**src/rtl/msx_mouse_pkg.sv**
```systemverilog
// Shared types and constants for the MSX joystick-port mouse reader.
package msx_mouse_pkg;

    typedef enum logic [1:0] {
        ST_IDLE,
        ST_PHASE,
        ST_DONE
    } state_t;

    localparam int unsigned NUM_PHASES = 4;
    localparam int unsigned POS_W      = 9;

    // Position minus sign-extended delta in 11-bit signed arithmetic, clamped to [0, max_v].
    function automatic logic [POS_W-1:0] clamp_step(input logic [POS_W-1:0] pos,
                                                    input logic [7:0]       delta,
                                                    input logic [POS_W-1:0] max_v);
        logic signed [10:0] r;
        r = $signed({2'b00, pos}) - $signed({{3{delta[7]}}, delta});
        if (r < 0) begin
            clamp_step = '0;
        end else if (r > $signed({2'b00, max_v})) begin
            clamp_step = max_v;
        end else begin
            clamp_step = r[POS_W-1:0];
        end
    endfunction

endpackage

```
**src/rtl/msx_sync2.sv**
```systemverilog
// Generic N-bit two-flop synchronizer for asynchronous port pins.
module msx_sync2 #(
    parameter int unsigned WIDTH = 1
) (
    input  logic             clk_sys,
    input  logic             reset_n,
    input  logic [WIDTH-1:0] d,
    output logic [WIDTH-1:0] q
);

    logic [WIDTH-1:0] meta_q;
    logic [WIDTH-1:0] sync_q;

    always_ff @(posedge clk_sys or negedge reset_n) begin
        if (!reset_n) begin
            meta_q <= '0;
            sync_q <= '0;
        end else begin
            meta_q <= d;
            sync_q <= meta_q;
        end
    end

    assign q = sync_q;

endmodule

```
**src/rtl/msx_mouse_reader.sv**
```systemverilog
// Host-side MSX mouse reader: runs the four-nibble strobe handshake,
// assembles X/Y deltas and keeps a clamped absolute pointer position.
module msx_mouse_reader
    import msx_mouse_pkg::*;
#(
    parameter int unsigned SETTLE = 2148,
    parameter int unsigned X_MAX  = 255,
    parameter int unsigned Y_MAX  = 211
) (
    input  logic             clk_sys,
    input  logic             reset_n,
    input  logic             start,
    input  logic [3:0]       data_in,
    input  logic [1:0]       btn_n,
    output logic             strobe,
    output logic             busy,
    output logic             valid,
    output logic [7:0]       dx,
    output logic [7:0]       dy,
    output logic [1:0]       buttons,
    output logic [POS_W-1:0] x_pos,
    output logic [POS_W-1:0] y_pos
);

    localparam int unsigned      CNT_W      = (SETTLE > 2) ? $clog2(SETTLE) : 2;
    localparam logic [CNT_W-1:0] CNT_RELOAD = CNT_W'(SETTLE - 1);
    localparam logic [1:0]       PHASE_LAST = 2'(NUM_PHASES - 1);
    localparam logic [POS_W-1:0] X_MAX_P    = POS_W'(X_MAX);
    localparam logic [POS_W-1:0] Y_MAX_P    = POS_W'(Y_MAX);
    localparam logic [POS_W-1:0] X_RST      = POS_W'(X_MAX / 2);
    localparam logic [POS_W-1:0] Y_RST      = POS_W'(Y_MAX / 2);

    logic [5:0] sync_out;
    logic [3:0] data_sync;
    logic [1:0] btn_sync;

    msx_sync2 #(.WIDTH(6)) u_sync (
        .clk_sys (clk_sys),
        .reset_n (reset_n),
        .d       ({btn_n, data_in}),
        .q       (sync_out)
    );

    assign data_sync = sync_out[3:0];
    assign btn_sync  = sync_out[5:4];

    state_t           state_q,   state_d;
    logic [1:0]       phase_q,   phase_d;
    logic [CNT_W-1:0] cnt_q,     cnt_d;
    logic             strobe_q,  strobe_d;
    logic             busy_q,    busy_d;
    logic             valid_q,   valid_d;
    logic [7:0]       dx_q,      dx_d;
    logic [7:0]       dy_q,      dy_d;
    logic [1:0]       buttons_q, buttons_d;
    logic [POS_W-1:0] x_q,       x_d;
    logic [POS_W-1:0] y_q,       y_d;
    // Only the first three nibbles are stored; the last is used straight from the synchronizer.
    logic [3:0]       nib_q [NUM_PHASES-1];
    logic [3:0]       nib_d [NUM_PHASES-1];

    always_comb begin
        state_d   = state_q;
        phase_d   = phase_q;
        cnt_d     = cnt_q;
        strobe_d  = strobe_q;
        busy_d    = busy_q;
        valid_d   = 1'b0;
        dx_d      = dx_q;
        dy_d      = dy_q;
        buttons_d = buttons_q;
        x_d       = x_q;
        y_d       = y_q;
        nib_d     = nib_q;

        case (state_q)
            ST_IDLE: begin
                strobe_d = 1'b0;
                busy_d   = 1'b0;
                if (start) begin
                    state_d  = ST_PHASE;
                    phase_d  = '0;
                    strobe_d = 1'b1;
                    busy_d   = 1'b1;
                    cnt_d    = CNT_RELOAD;
                end
            end
            ST_PHASE: begin
                if (cnt_q == '0) begin
                    if (phase_q == PHASE_LAST) begin
                        state_d   = ST_DONE;
                        phase_d   = '0;
                        strobe_d  = 1'b0;
                        busy_d    = 1'b0;
                        valid_d   = 1'b1;
                        dx_d      = {nib_q[0], nib_q[1]};
                        dy_d      = {nib_q[2], data_sync};
                        buttons_d = ~btn_sync;
                        x_d       = clamp_step(x_q, dx_d, X_MAX_P);
                        y_d       = clamp_step(y_q, dy_d, Y_MAX_P);
                    end else begin
                        for (int unsigned i = 0; i < NUM_PHASES - 1; i++) begin
                            if (phase_q == 2'(i)) begin
                                nib_d[i] = data_sync;
                            end
                        end
                        phase_d  = phase_q + 2'd1;
                        strobe_d = ~strobe_q;
                        cnt_d    = CNT_RELOAD;
                    end
                end else begin
                    cnt_d = cnt_q - 1'b1;
                end
            end
            ST_DONE: begin
                state_d = ST_IDLE;
            end
            default: begin
                state_d = ST_IDLE;
            end
        endcase
    end

    always_ff @(posedge clk_sys or negedge reset_n) begin
        if (!reset_n) begin
            state_q   <= ST_IDLE;
            phase_q   <= '0;
            cnt_q     <= '0;
            strobe_q  <= 1'b0;
            busy_q    <= 1'b0;
            valid_q   <= 1'b0;
            dx_q      <= '0;
            dy_q      <= '0;
            buttons_q <= '0;
            x_q       <= X_RST;
            y_q       <= Y_RST;
            for (int unsigned i = 0; i < NUM_PHASES - 1; i++) begin
                nib_q[i] <= '0;
            end
        end else begin
            state_q   <= state_d;
            phase_q   <= phase_d;
            cnt_q     <= cnt_d;
            strobe_q  <= strobe_d;
            busy_q    <= busy_d;
            valid_q   <= valid_d;
            dx_q      <= dx_d;
            dy_q      <= dy_d;
            buttons_q <= buttons_d;
            x_q       <= x_d;
            y_q       <= y_d;
            nib_q     <= nib_d;
        end
    end

    assign strobe  = strobe_q;
    assign busy    = busy_q;
    assign valid   = valid_q;
    assign dx      = dx_q;
    assign dy      = dy_q;
    assign buttons = buttons_q;
    assign x_pos   = x_q;
    assign y_pos   = y_q;

endmodule

```
**config.mk**
```make
export PLATFORM = sky130hd
export DESIGN_NAME = msx_mouse_reader
export DESIGN_NICKNAME = d
export VERILOG_FILES = /design/src/rtl/msx_mouse_pkg.sv /design/src/rtl/msx_sync2.sv /design/src/rtl/msx_mouse_reader.sv
export SDC_FILE = /design/constraint.sdc
export NUM_CORES = 1
export LEC_CHECK = 0
export BUFFER_PORTS_ARGS = -buffer_cell sky130_fd_sc_hd__buf_4
export CELL_PAD_IN_SITES_DETAIL_PLACEMENT = 2
export CELL_PAD_IN_SITES_GLOBAL_PLACEMENT = 2
export CORE_ASPECT_RATIO = 0.7
export CORE_UTILIZATION = 42
export CTS_BUF_LIST = sky130_fd_sc_hd__clkbuf_4 sky130_fd_sc_hd__clkbuf_8
export DETAILED_ROUTE_END_ITERATION = 6
export GPL_TIMING_DRIVEN = 0
export PLACE_DENSITY_LB_ADDON = 0.3
export SYNTH_ARGS = -nofsm -noshare
export SYNTH_HDL_FRONTEND = slang
export SYNTH_SLANG_ARGS = --single-unit
```
**constraint.sdc**
```tcl
create_clock -name clk_sys -period 4.4 [get_ports clk_sys]
set_clock_uncertainty 0.05 [all_clocks]
set_input_delay 0.44 -clock clk_sys [delete_from_list [all_inputs] [get_ports clk_sys]]
set_output_delay 0.44 -clock clk_sys [all_outputs]
set_load 0.03 [all_outputs]
```
Yosys cells after proc, flatten, opt, wreduce, memory -nomap -nowiden
Index checks and enable logic that the tools add are counted.
{"block": "word_totals", "register_bits": 79, "input_bits": 9, "output_inout_bits": 39, "wordCells": 74}
{"block": "classes", "addsub": 4, "magnitude_cmp": 4, "n_eq_ne": 8, "n_mux": 26, "bitwise_logic": 3, "n_reduce_logical": 13}
{"cell": "$mux 12", "n": 3}
{"cell": "$mux 9", "n": 4}
{"cell": "$pmux 12 s2", "n": 1}
{"cell": "$gt 11x9->1 const B", "n": 2}
{"cell": "$lt 11x1->1 const B", "n": 2}
{"cell": "$sub 10x8->11", "n": 2}
{"cell": "$reduce_and 3->1", "n": 5}
{"cell": "$logic_not 12->1", "n": 1}
{"cell": "$mux 2", "n": 6}
{"cell": "$reduce_and 4->1", "n": 3}
{"cell": "$sub 12x1->12 const B", "n": 1}
{"cell": "$mux 1", "n": 8}
{"cell": "$pmux 2 s2", "n": 2}
{"cell": "$ne 2x2->1 const B", "n": 3}
{"cell": "$eq 2x1->1 const B", "n": 2}
{"cell": "$eq 2x2->1 const B", "n": 2}
{"cell": "$logic_not 2->1", "n": 2}
{"cell": "$pmux 1 s2", "n": 2}
{"cell": "$ne 3x3->1 const B", "n": 1}
{"cell": "$add 2x1->2 const B", "n": 1}
{"cell": "$not 1->1", "n": 2}
{"cell": "$not 2->2", "n": 1}
{"cell": "$reduce_and 2->1", "n": 1}
{"cell": "$reduce_bool 2->1", "n": 1}

Depth between registers and ports, before layout
{"block": "logic_depth", "depth_word": 4, "depth_mapped": 11, "mapped_depth_nobuf": 11}

Cells and area by module
Synthesis repeated with hierarchy kept, for this count alone.
{"block": "hier_totals", "cells_unflattened": 437, "hier_area_um2": 4277.9}
{"module": "msx_mouse_reader", "n_inst": 1, "cells_per_inst": 425, "area_per_inst_um2": 3977.6}
{"module": "msx_sync2", "n_inst": 1, "cells_per_inst": 12, "area_per_inst_um2": 300.3}

Least setup slack after synthesis
No wires, ideal clock.
{"block": "synth_timing", "path_type": "reg2reg", "start": "register y_q[0] (netlist: y_pos[0])", "end": "register y_q[4] (netlist: y_pos[4])", "setup_ns": 0.145, "arrival_time_ns": 2.548, "required_time_ns": 4.205, "path_slack_ns": 1.658, "stages_incl_launch_ff": 12, "cell_sequence": "dfstp_2 > inv_1 > ha_1 > inv_1 > fa_1 > a211oi_1 > o21ai_0 > nand2_1 > mux2_2 > o22ai_1 > a22o_1 > a41oi_1"}
{"block": "synth_via", "elab_chain_len": 4, "elab_cells_between_ends": 5}
{"element": "start: declaration", "line": "msx_mouse_reader.sv:57", "rtl": "logic [POS_W-1:0] y_q, y_d;"}
{"element": "start signal: assignment", "line": "msx_mouse_reader.sv:151", "rtl": "y_q <= y_d;"}
{"element": "$sub 10x8->11 *", "line": "msx_mouse_pkg.sv:18", "rtl": "r = $signed({2'b00, pos}) - $signed({{3{delta[7]}}, delta});"}
{"element": "$gt 11x9->1", "line": "msx_mouse_pkg.sv:21", "rtl": "end else if (r > $signed({2'b00, max_v})) begin"}
{"element": "$mux 9", "line": "msx_mouse_pkg.sv:21"}
{"element": "$mux 9 *", "line": "msx_mouse_pkg.sv:19", "rtl": "if (r < 0) begin"}
Mark *: on every way between the ends. The rest lies on a longest branch, timed or not.
A chain may end at the register's enable or synchronous reset.

Worst setup path in the final report
{"block": "layout_timing", "start": "register u_sync.sync_q[0] (netlist: u_sync.q[0])", "end": "register y_q[4] (netlist: y_pos[4])"}
{"block": "layout_via", "elab_chain_len": 4, "elab_cells_between_ends": 5}
{"element": "start: declaration", "line": "msx_sync2.sv:12", "rtl": "logic [WIDTH-1:0] sync_q;"}
{"element": "start signal: assignment", "line": "msx_sync2.sv:20", "rtl": "sync_q <= meta_q;"}
{"element": "$sub 10x8->11 *", "line": "msx_mouse_pkg.sv:18"}
{"element": "$gt 11x9->1", "line": "msx_mouse_pkg.sv:21"}
{"element": "$mux 9", "line": "msx_mouse_pkg.sv:21"}
{"element": "$mux 9 *", "line": "msx_mouse_pkg.sv:19"}
Marked as above.

==> flow_summary.json <==
{
  "syn_nets": 438,
  "synth-edff-count": 0,
  "post-route-period-util": 0.784,
  "antenna_cells": 0,
  "gp_congestion": 0.816,
  "timing.final.ws_setup_ns": 0.953,
  "grt_max_degree": 80,
  "fp.dieH_um": 85.7,
  "drive_gt1_frac": 0.212,
  "reg2reg_to": "y_pos[4]",
  "drt-total-wl_mm": 11.8,
  "synth.most_common_cell": "dfrtp_1",
  "clk_pin_slew_ns": 0.09,
  "power_density_mw_per_mm2": 314,
  "grt-ovfl-total": 0,
  "antenna_found_initial": 0,
  "dieArea_mm2": 0.0104,
  "synth_cell_type_count": 60,
  "yosys_warnings": 0,
  "cap_violations": 0,
  "min_path_cells": 1,
  "final_util": 0.502,
  "setup_tns_ns": 0,
  "worstPathMaxFanout": 7,
  "final_nets": 496,
  "yosys-top-cells-count": "68 x dfrtp_1, 44 x nand2_1, 32 x inv_1",
  "grt_pass1_vias": 3602,
  "cp.required_ns": 4.56,
  "syn_area_mm2": 0.00420,
  "drv_slew": 0,
  "drt-pass1-iter-count": 4,
  "dp_slack_ns": 1.07,
  "first_iter_violations": 157,
  "reg2reg_slack_ns": 0.95,
  "syn2layout_area_growth_pct": 16.3,
  "h-tree-depth": 3,
  "hold_class": "primary input to flop",
  "synth_largest_area_cell": "dfrtp_1",
  "avgSynthCellArea_um2": 10.5,
  "critPathLaunchType": "flop",
  "fp.dieW_um": 122,
  "wire_per_inst_um": 20.0,
  "relSlewSlack": 0.319,
  "viasPerCell": 5.57,
  "leakage_nw": 2.40,
  "hold_end": "u_sync.meta_q[1]",
  "status": "finished clean",
  "setup_viol": 0,
  "cts_buffers": 9,
  "yosys-top-cells-area": "dfrtp_1 41%, ha_1 7.7%, dfstp_2 6.9%",
  "core-area_mm2": 0.00972,
  "finalPower_w": 0.00154,
  "rows": 30,
  "ant_nets": 0,
  "synth-async-reset-ratio": 1.00,
  "fmax_mhz": 290,
  "initial_core_util": 0.432,
  "clk_latency_ns": 0.36,
  "max-vdd-ir-drop_uv": 206,
  "ctsResizeCount": 0,
  "hold_violations": 0,
  "ys_ff_latch": 79,
  "vias": 3289,
  "ys.flop_type": "dfrtp_1",
  "tritoncts": "yes",
  "drc_errors": 0,
  "ioPinCount": 48,
  "dpl.hpwl_mm": 8.90,
  "crit_arrival_ns": 3.60,
  "synth_cells": 401,
  "cts_buffer_depth": 2,
  "worst_pin_slew_ns": 1.02,
  "r2r_cells": 10,
  "port_buffers": 47,
  "clkSinkCount": 79,
  "final_area_mm2": 0.00488,
  "endpoint_kind": "flop",
  "grt_setup_unrepaired": "false",
  "placed_cell_area_mm2": 0.00471,
  "cts_hold_buffers": 0,
  "synth.top_cell.area_share": 0.405,
  "root_buffer": "clkbuf_8",
  "hold_start": "data_in[1]",
  "track_usage": 0.247,
  "worstSetupPathType": "flop to flop",
  "reg2reg_from": "u_sync.q[0]",
  "cts_setup_buffers": 0,
  "grt_pass1_wl_mm": 19.5,
  "yosysSeqAreaShare": 0.474,
  "period_needed_ns": 3.45
}
## worst max-delay path by stage
stage                           start       end  slack [ns]  depth (start not counted)
final                     u_sync.q[0]  y_pos[4]        0.95                         10
after global routing      u_sync.q[0]  y_pos[4]        0.73                         10
after CTS                 u_sync.q[0]  y_pos[4]        1.02                         10
after detailed placement  u_sync.q[0]  y_pos[4]        1.07                         10
after global placement    u_sync.q[0]  y_pos[4]        1.26                         10
after floorplan              y_pos[0]  y_pos[4]        1.66                         11
## per-stage QoR
stage	hold WS, ns	instances
final	0.125	591
after detailed placement	0.294	576
after global routing	0.111	591
after CTS	0.113	591
after global placement	0.283	576
after floorplan	0.0944	401
## worst max-delay path, stage by stage (launching register included)
cell and delay (ns):
dfrtp_1 0.48, ha_1 0.22, inv_1 0.06, fa_1 0.45
a211oi_1 0.42, o21ai_0 0.31, nand2_1 0.20, mux2_2 0.35
o22ai_1 0.19, a22o_1 0.38, a41oi_1 0.18
## per-layer routing
metal	part of all wire	GRT usage	vias up
met5	0	0	-
met4	0.013	0.0550	0
met3	0.033	0.0539	15
met2	0.49	0.412	52
met1	0.47	0.329	1684
li1	-	-	1538
## cell type report
| cell class | count | area (um2) |
|---|---|---|
| clock buffer | 13 | 160 |
| fill | 999 | 4840 |
| clock inverter | 2 | 10.0 |
| inverter | 32 | 120 |
| tap | 128 | 160 |
| sequential | 79 | 1990 |
| multi-input combinational | 283 | 2060 |
| timing repair buffer | 47 | 353 |
| buffer | 7 | 26.3 |
## power by group
part	internal (W)	leakage (nW)	total [W]	switching (W)
registers	0.000781	1.00	0.000836	0.0000553
clock network	0.000235	0.0935	0.000493	0.000258
logic	0.0000875	1.30	0.000206	0.000119
## flip-flops by register name, indices dropped and copies added (netlist names), 2 cells and up
signal and flops:
buttons 2, cnt_q 12, dx 8, dy 8, nib_q 12, phase_q 2
state_q 2, u_sync.meta_q 6, u_sync.q 6, x_pos 9, y_pos 9
## cell families (layout without fill, tap and decap cells)
family / count (synthesis) / in the layout / share of synthesized area
simple gates: 119 / 119 / 0.151
compound gates: 101 / 101 / 0.169
flops: 79 / 79 / 0.474
buf+inv: 39 / 101 / 0.0348
fa+ha+maj: 28 / 28 / 0.0870
xor+xnor: 21 / 21 / 0.0438
mux: 14 / 14 / 0.0402
## layout by cell type, fill, tap and decap left out, drive strengths merged, types with 3 or more instances in the layout
| cell | netlist | layout |
|---|---|---|
| a21oi | 16 | 16 |
| mux2 | 4 | 4 |
| xor2 | 7 | 7 |
| clkbuf | 7 | 20 |
| nor4 | 4 | 4 |
| nor2 | 26 | 26 |
| nand2b | 8 | 8 |
| nor2b | 3 | 3 |
| xnor2 | 14 | 14 |
| o21a | 4 | 4 |
| nand2 | 49 | 49 |
| buf | 0 | 47 |
| a211oi | 3 | 3 |
| a41oi | 3 | 3 |
| dfrtp | 68 | 68 |
| a21o | 4 | 4 |
| o21ai | 31 | 31 |
| nand3 | 5 | 5 |
| ha | 26 | 26 |
| a221o | 9 | 9 |
| dfstp | 11 | 11 |
| inv | 32 | 32 |
| a22o | 3 | 3 |
| o21bai | 3 | 3 |
| mux2i | 10 | 10 |
| and3 | 3 | 3 |
| a31oi | 5 | 5 |
| a22oi | 3 | 3 |
| nor3 | 9 | 9 |
| o31a | 3 | 3 |
Power figures use the tool's default switching activity.
